--- config.mk ---
export PLATFORM = sky130hd
export DESIGN_NAME = nt_node_activity_monitor
export DESIGN_NICKNAME = d
export VERILOG_FILES = /design/src/rtl/nt_mon_pkg.sv /design/src/rtl/nt_sat_counter.sv /design/src/rtl/nt_node_activity_monitor.sv
export SDC_FILE = /design/constraint.sdc
export NUM_CORES = 1
export LEC_CHECK = 0
export CAP_MARGIN = 20
export CORE_AREA = 2 2 80 82
export CTS_BUF_LIST = sky130_fd_sc_hd__clkbuf_8
export CTS_CLUSTER_DIAMETER = 80
export CTS_CLUSTER_SIZE = 30
export DETAILED_ROUTE_END_ITERATION = 12
export DIE_AREA = 0 0 82 84
export MAX_ROUTING_LAYER = met4
export PLACE_DENSITY = 0.72
export SYNTH_ARGS = -nofsm -noshare
export SYNTH_HDL_FRONTEND = slang
export SYNTH_SLANG_ARGS = --single-unit
export TNS_END_PERCENT = 5
--- constraint.sdc ---
create_clock -name I1470_clk -period 5.99 [get_ports I1470_clk]
set_input_delay 1.198 -clock I1470_clk [delete_from_list [all_inputs] [get_ports I1470_clk]]
set_output_delay 1.198 -clock I1470_clk [all_outputs]
set_load 0.01 [all_outputs]
--- src/rtl/nt_mon_pkg.sv ---
// Shared types and constants for the Nt_Node activity monitor.
// Latency: n/a (declarations only).
// Backpressure: n/a.
package nt_mon_pkg;

  typedef enum logic [1:0] {
    IDLE   = 2'd0,
    ARM    = 2'd1,
    COUNT  = 2'd2,
    REPORT = 2'd3
  } mon_state_t;

  localparam int DEF_WINDOW_LEN  = 1024;
  localparam int DEF_CNT_W       = 11;
  localparam int DEF_RARE_THRESH = 4;

  // Width of the rarity comparison domain: one bit of headroom above
  // what is needed to hold a full-window count.
  function automatic int cmp_width(input int window_len);
    return $clog2(window_len + 1) + 1;
  endfunction

endpackage

--- src/rtl/nt_sat_counter.sv ---
// Up-counter with synchronous clear that sticks at all-ones instead of wrapping.
// Latency: count updates one cycle after inc.
// Backpressure: none; inc is ignored once saturated.
module nt_sat_counter #(
  parameter int W = 8
) (
  input  logic         clk,
  input  logic         rst,
  input  logic         clr,
  input  logic         inc,
  output logic [W-1:0] cnt
);

  // Clear has priority over increment; hold at the maximum value.
  always_ff @(posedge clk) begin
    if (rst) begin
      cnt <= '0;
    end else if (clr) begin
      cnt <= '0;
    end else if (inc && (cnt != '1)) begin
      cnt <= cnt + 1'b1;
    end
  end

endmodule

--- src/rtl/nt_node_activity_monitor.sv ---
// Windowed high/toggle counter on a single net, flagging rare activation.
// Latency: report valid WINDOW_LEN+2 cycles after an accepted start.
// Backpressure: report held stable until rpt_valid && rpt_ready.
module nt_node_activity_monitor
  import nt_mon_pkg::*;
#(
  parameter int WINDOW_LEN  = DEF_WINDOW_LEN,
  parameter int CNT_W       = DEF_CNT_W,
  parameter int RARE_THRESH = DEF_RARE_THRESH
) (
  input  logic             I1470_clk,
  input  logic             I1477_rst,
  input  logic             start,
  input  logic             node_in,
  output logic             busy,
  output logic             rpt_valid,
  input  logic             rpt_ready,
  output logic [CNT_W-1:0] rpt_toggles,
  output logic [CNT_W-1:0] rpt_ones,
  output logic             rpt_rare
);

  // Internal counters are wide enough for a full window so that the rarity
  // test sees true counts; only the reported fields saturate to CNT_W.
  localparam int CW = $clog2(WINDOW_LEN + 1);
  localparam int XW = cmp_width(WINDOW_LEN);
  localparam longint SAT_MAX = (64'd1 << CNT_W) - 1;

  mon_state_t    state;
  logic          prev;
  logic [CW-1:0] tog_cnt;
  logic [CW-1:0] ones_cnt;
  logic [CW-1:0] smp_cnt;

  logic          in_count;
  logic          samp_tog;
  logic          last_sample;
  logic [CW-1:0] tog_fin;
  logic [CW-1:0] ones_fin;
  logic [XW-1:0] tog_x;
  logic [XW-1:0] ones_x;
  logic          rare_fin;

  assign in_count    = (state == COUNT);
  assign samp_tog    = (node_in != prev);
  assign last_sample = in_count && (smp_cnt == CW'(WINDOW_LEN - 1));

  nt_sat_counter #(.W(CW)) u_tog_cnt (
    .clk (I1470_clk),
    .rst (I1477_rst),
    .clr (state == ARM),
    .inc (in_count && samp_tog),
    .cnt (tog_cnt)
  );

  nt_sat_counter #(.W(CW)) u_ones_cnt (
    .clk (I1470_clk),
    .rst (I1477_rst),
    .clr (state == ARM),
    .inc (in_count && node_in),
    .cnt (ones_cnt)
  );

  nt_sat_counter #(.W(CW)) u_smp_cnt (
    .clk (I1470_clk),
    .rst (I1477_rst),
    .clr (state == ARM),
    .inc (in_count),
    .cnt (smp_cnt)
  );

  // Clamp a full-range count into the report field width.
  function automatic logic [CNT_W-1:0] sat_rpt(input logic [CW-1:0] v);
    if ((CNT_W < CW) && (longint'(v) > SAT_MAX)) begin
      return '1;
    end
    return CNT_W'(v);
  endfunction

  // Final counts include the sample taken on the last window cycle, so the
  // report can be registered on the same edge that leaves COUNT.
  always_comb begin
    tog_fin  = tog_cnt + CW'(samp_tog);
    ones_fin = ones_cnt + CW'(node_in);
    tog_x    = XW'(tog_fin);
    ones_x   = XW'(ones_fin);
    rare_fin = (tog_x < XW'(RARE_THRESH)) ||
               (ones_x < XW'(RARE_THRESH)) ||
               (ones_x > XW'(WINDOW_LEN - RARE_THRESH));
  end

  // Control FSM with registered busy/report outputs and the prev-sample flop.
  always_ff @(posedge I1470_clk) begin
    if (I1477_rst) begin
      state       <= IDLE;
      busy        <= 1'b0;
      rpt_valid   <= 1'b0;
      rpt_rare    <= 1'b0;
      rpt_toggles <= '0;
      rpt_ones    <= '0;
      prev        <= 1'b0;
    end else begin
      case (state)
        IDLE: begin
          if (start) begin
            state <= ARM;
            busy  <= 1'b1;
          end
        end
        ARM: begin
          prev  <= node_in;
          state <= COUNT;
        end
        COUNT: begin
          prev <= node_in;
          if (last_sample) begin
            state       <= REPORT;
            rpt_valid   <= 1'b1;
            rpt_toggles <= sat_rpt(tog_fin);
            rpt_ones    <= sat_rpt(ones_fin);
            rpt_rare    <= rare_fin;
          end
        end
        REPORT: begin
          if (rpt_ready) begin
            rpt_valid <= 1'b0;
            if (start) begin
              state <= ARM;
            end else begin
              state <= IDLE;
              busy  <= 1'b0;
            end
          end
        end
        default: begin
          state <= IDLE;
          busy  <= 1'b0;
        end
      endcase
    end
  end

endmodule

==> flow_summary_export.csv <==
group,metric,value,unit
placed_design,port_buffers,29,
clock_network,cts_hold_buf,0,
setup_path,worstSetupPathType,"input pin to flip-flop",
synth,syn_area,0.003221,mm2
routing,dr_total_vias,2536,
synth,synth_edf_count,0,
setup_path,cp.arrival,3510,ps
setup_path,critPathRequiredTime,6250,ps
clock_network,cts_setup_buffers,0,
sta,maxSlewHeadroom,59.28,%
sta,rsz0062_at_grt,"false",
floorplan,coreArea,0.006096,mm2
hold_path,min_from,"rpt_toggles[5]$_SDFFE_PP0P_",
status,outcome,"finished, final reports clean",
floorplan,io_pins,30,
power,p_total,1.020,mW
power,vdd_ir_drop_max,0.1502,mV
power,p_leak,1.245,nW
floorplan,die_h,84,um
setup_path,r2r_cells,8,
clock_network,cts_tree,"built",
routing,ant_nets,0,
run,maxCapViolCount,0,
global_routing,track_usage,20.32,%
floorplan,die-area,0.006888,mm2
clock_network,cts_buffers,9,
finish,nets,399,
floorplan,fp-row-count,29,
routing,drt_iter0_drc,114,
floorplan,initial_core_util,52.83,%
synth,synth_area_leader_cell,"dfxtp_1",
finish,syn_to_final_growth,15.50,%
synth,synth_ff_type,"dfxtp_1",
synth,synthCells,369,
global_routing,grt_pass1_vias,2241,
sta,fin_skew,10.17,ps
synth,yosysWarnings,0,
finish,stdcell_count,465,
clock_network,clock_sink_count,61,
clock_network,clk_latency,340,ps
setup_path,end_kind,"flip-flop",
setup_path,critical_path_peak_fanout,7,
finish,antenna_cells,0,
setup_path,cp-startpoint,"node_in",
clock_network,cts-root-buf,"clkbuf_8",
routing,drt_first_pass_iters,4,
placed_design,hpwlAfterDp,4342,um
setup_path,reg2reg_from,"u_ones_cnt.cnt[0]$_SDFFE_PP0P_",
sta,max_freq,307.6,MHz
power,clockPowerShare,40.1,%
clock_network,cts.path.max_buffers,2,
global_routing,antenna_found_initial,0,
synth,synth_area_leaders,"dfxtp_1 38%, nor2_1 7.1%, xor2_1 7.1%",
clock_network,clkTransAtPathRegs,70,ps
setup_path,rrSetupSlack,3770,ps
power,share_comb_of_total_power,16.6,%
finish,drive_above_1_share,8.505,%
power,p_seq_share,43.2,%
sta,worst_slew_pin_slew,610.8,ps
routing,drc,0,
setup_path,r2r_end,"rpt_rare$_SDFFE_PP0P_",
global_routing,grt.overflow.total,0,
power,switchingPower,0.2737,mW
synth,synth_nets,385,
clock_network,cts.repair.resized,0,
placed_design,place.gp.congestion,0.8697,
power,p_sw_share,26.84,%
sta,period_needed,3251,ps
synth,postSynthAreaPerCell,8.728,um2
synth,postSynth.asyncResetShare,0,%
sta,setup_violations,0,
hold_path,hp-class,"flip-flop to flip-flop",
routing,viasPerCell,5.454,
sta,finalSetupTns,0,ps
routing,wl_per_cell,13.35,um
sta,finalHoldViolCount,0,
sta,post-route-period-util,54.27,%
global_routing,grt_max_degree,40,
routing,drt_wl_total,6206,um
power,power_density,274.2,mW/mm2
floorplan,die_x,82,um
synth,ys_seq_area_share,37.92,%
setup_path,crit_end,"rpt_rare$_SDFFE_PP0P_",
sta,drv_slew,0,
clock_network,htreeDepth,3,
setup_path,start_kind,"input pin",
synth,ys_ff_latch,61,
synth,synth_top_area_share,37.92,%
placed_design,dp.cells,449,
power,intPower,0.7461,mW
global_routing,grt_pass1_wl,10460,um
sta,hold_slack,496.8,ps
synth,yosys.cell_types.count,46,
-- stage by stage --
step / util, % / worst slack, ps / instance area, um2
after detailed placement: 57.33 / 2394 / 3495
final: 61.02 / 2739 / 3720
after global routing: 61.02 / 2576 / 3720
after CTS: 61.02 / 2750 / 3720
after global placement: 57.33 / 2500 / 3495
after floorplan: - / 3235 / 3221
-- critical path: stages --
cell and delay, ps:
clkdlybuf4s50_1 580, ha_1 270, ha_1 330, nand3_1 210, nor2_1 180, xnor2_1 110
a2111oi_2 350, a31oi_1 130, a31oi_1 160
-- worst min path at each step --
stage                                               end  slack (ps)  depth (start not counted)
after floorplan           u_smp_cnt.cnt[9]$_SDFFE_PP0P_         470                          2
after global placement         rpt_ones[5]$_SDFFE_PP0P_         470                          2
after detailed placement       rpt_ones[3]$_SDFFE_PP0P_         490                          2
after CTS                   rpt_toggles[5]$_SDFFE_PP0P_         500                          2
after global routing           rpt_ones[7]$_SDFFE_PP0P_         520                          2
final                       rpt_toggles[5]$_SDFFE_PP0P_         500                          2
-- state kept, by name, summed over array words and instances, names as in the netlist, 2 cells and up --
| signal | flops |
|---|---|
| rpt_ones | 11 |
| rpt_toggles | 11 |
| state | 2 |
| u_ones_cnt.cnt | 11 |
| u_smp_cnt.cnt | 11 |
| u_tog_cnt.cnt | 11 |
-- area by class of cell --
cell class              count  area (um2)
repair buffers             31       305.3
clock inverters             5       73.82
clock buffers              11       151.4
fillers                   531        2376
well taps                  77       96.34
multi-input cells         274        1849
inverters                   6       22.52
flip-flops and latches     61        1221
-- synth_stat cells (all sizes together) (3+ instances only) --
cell type and number:
nor2 61, or2 3, a311oi 3, a211oi 18
xor2 26, xnor2 18, nor3 5, ha 11
buf 16, and3 7, a2111oi 3, nand3 18
inv 6, o21ai 9, nand2 22, nand4 11
or3 7, nor4 3, a31oi 5, mux2i 12
clkbuf 12, a21oi 13, dfxtp 61
-- layer usage --
layer  vias up  track usage [%]  wire length, um
met5         -                -                0
li1       1327                -                -
met1      1144            27.53             3216
met3        11            4.004              217
met2        54            28.01             2619
met4         0            11.21              153
-- power by group through the flow --
stage / clock network (mW) / logic (mW) / registers (mW)
2_1_floorplan: 0 / 0.136 / 0.447
4_1_cts: 0.420 / 0.171 / 0.441
6_report: 0.409 / 0.170 / 0.441
3_3_place_gp: 0 / 0.167 / 0.449
5_1_grt: 0.435 / 0.193 / 0.443
3_5_place_dp: 0 / 0.170 / 0.450
-- kinds of logic (layout without fill, tap and decap cells) --
| logic type | after synthesis | in the layout | synth area share [%] |
|---|---|---|---|
| xor+xnor | 44 | 44 | 11.97 |
| buf+inv | 34 | 53 | 4.662 |
| mux | 12 | 12 | 3.730 |
| simple gates | 144 | 144 | 22.18 |
| compound gates | 63 | 63 | 15.27 |
| flops | 61 | 61 | 37.92 |
| fa+ha+maj | 11 | 11 | 4.273 |
-- layout by cell type (no fill, tap or decap), types with 12 or more instances in the layout --
| master | instances |
|---|---|
| a211oi_1 | 18 |
| a21oi_1 | 13 |
| clkdlybuf4s50_1 | 29 |
| dfxtp_1 | 61 |
| mux2i_1 | 12 |
| nand2_1 | 22 |
| nand3_1 | 17 |
| nor2_1 | 61 |
| xnor2_1 | 18 |
| xor2_1 | 26 |
(Power assumes the default switching activity.)
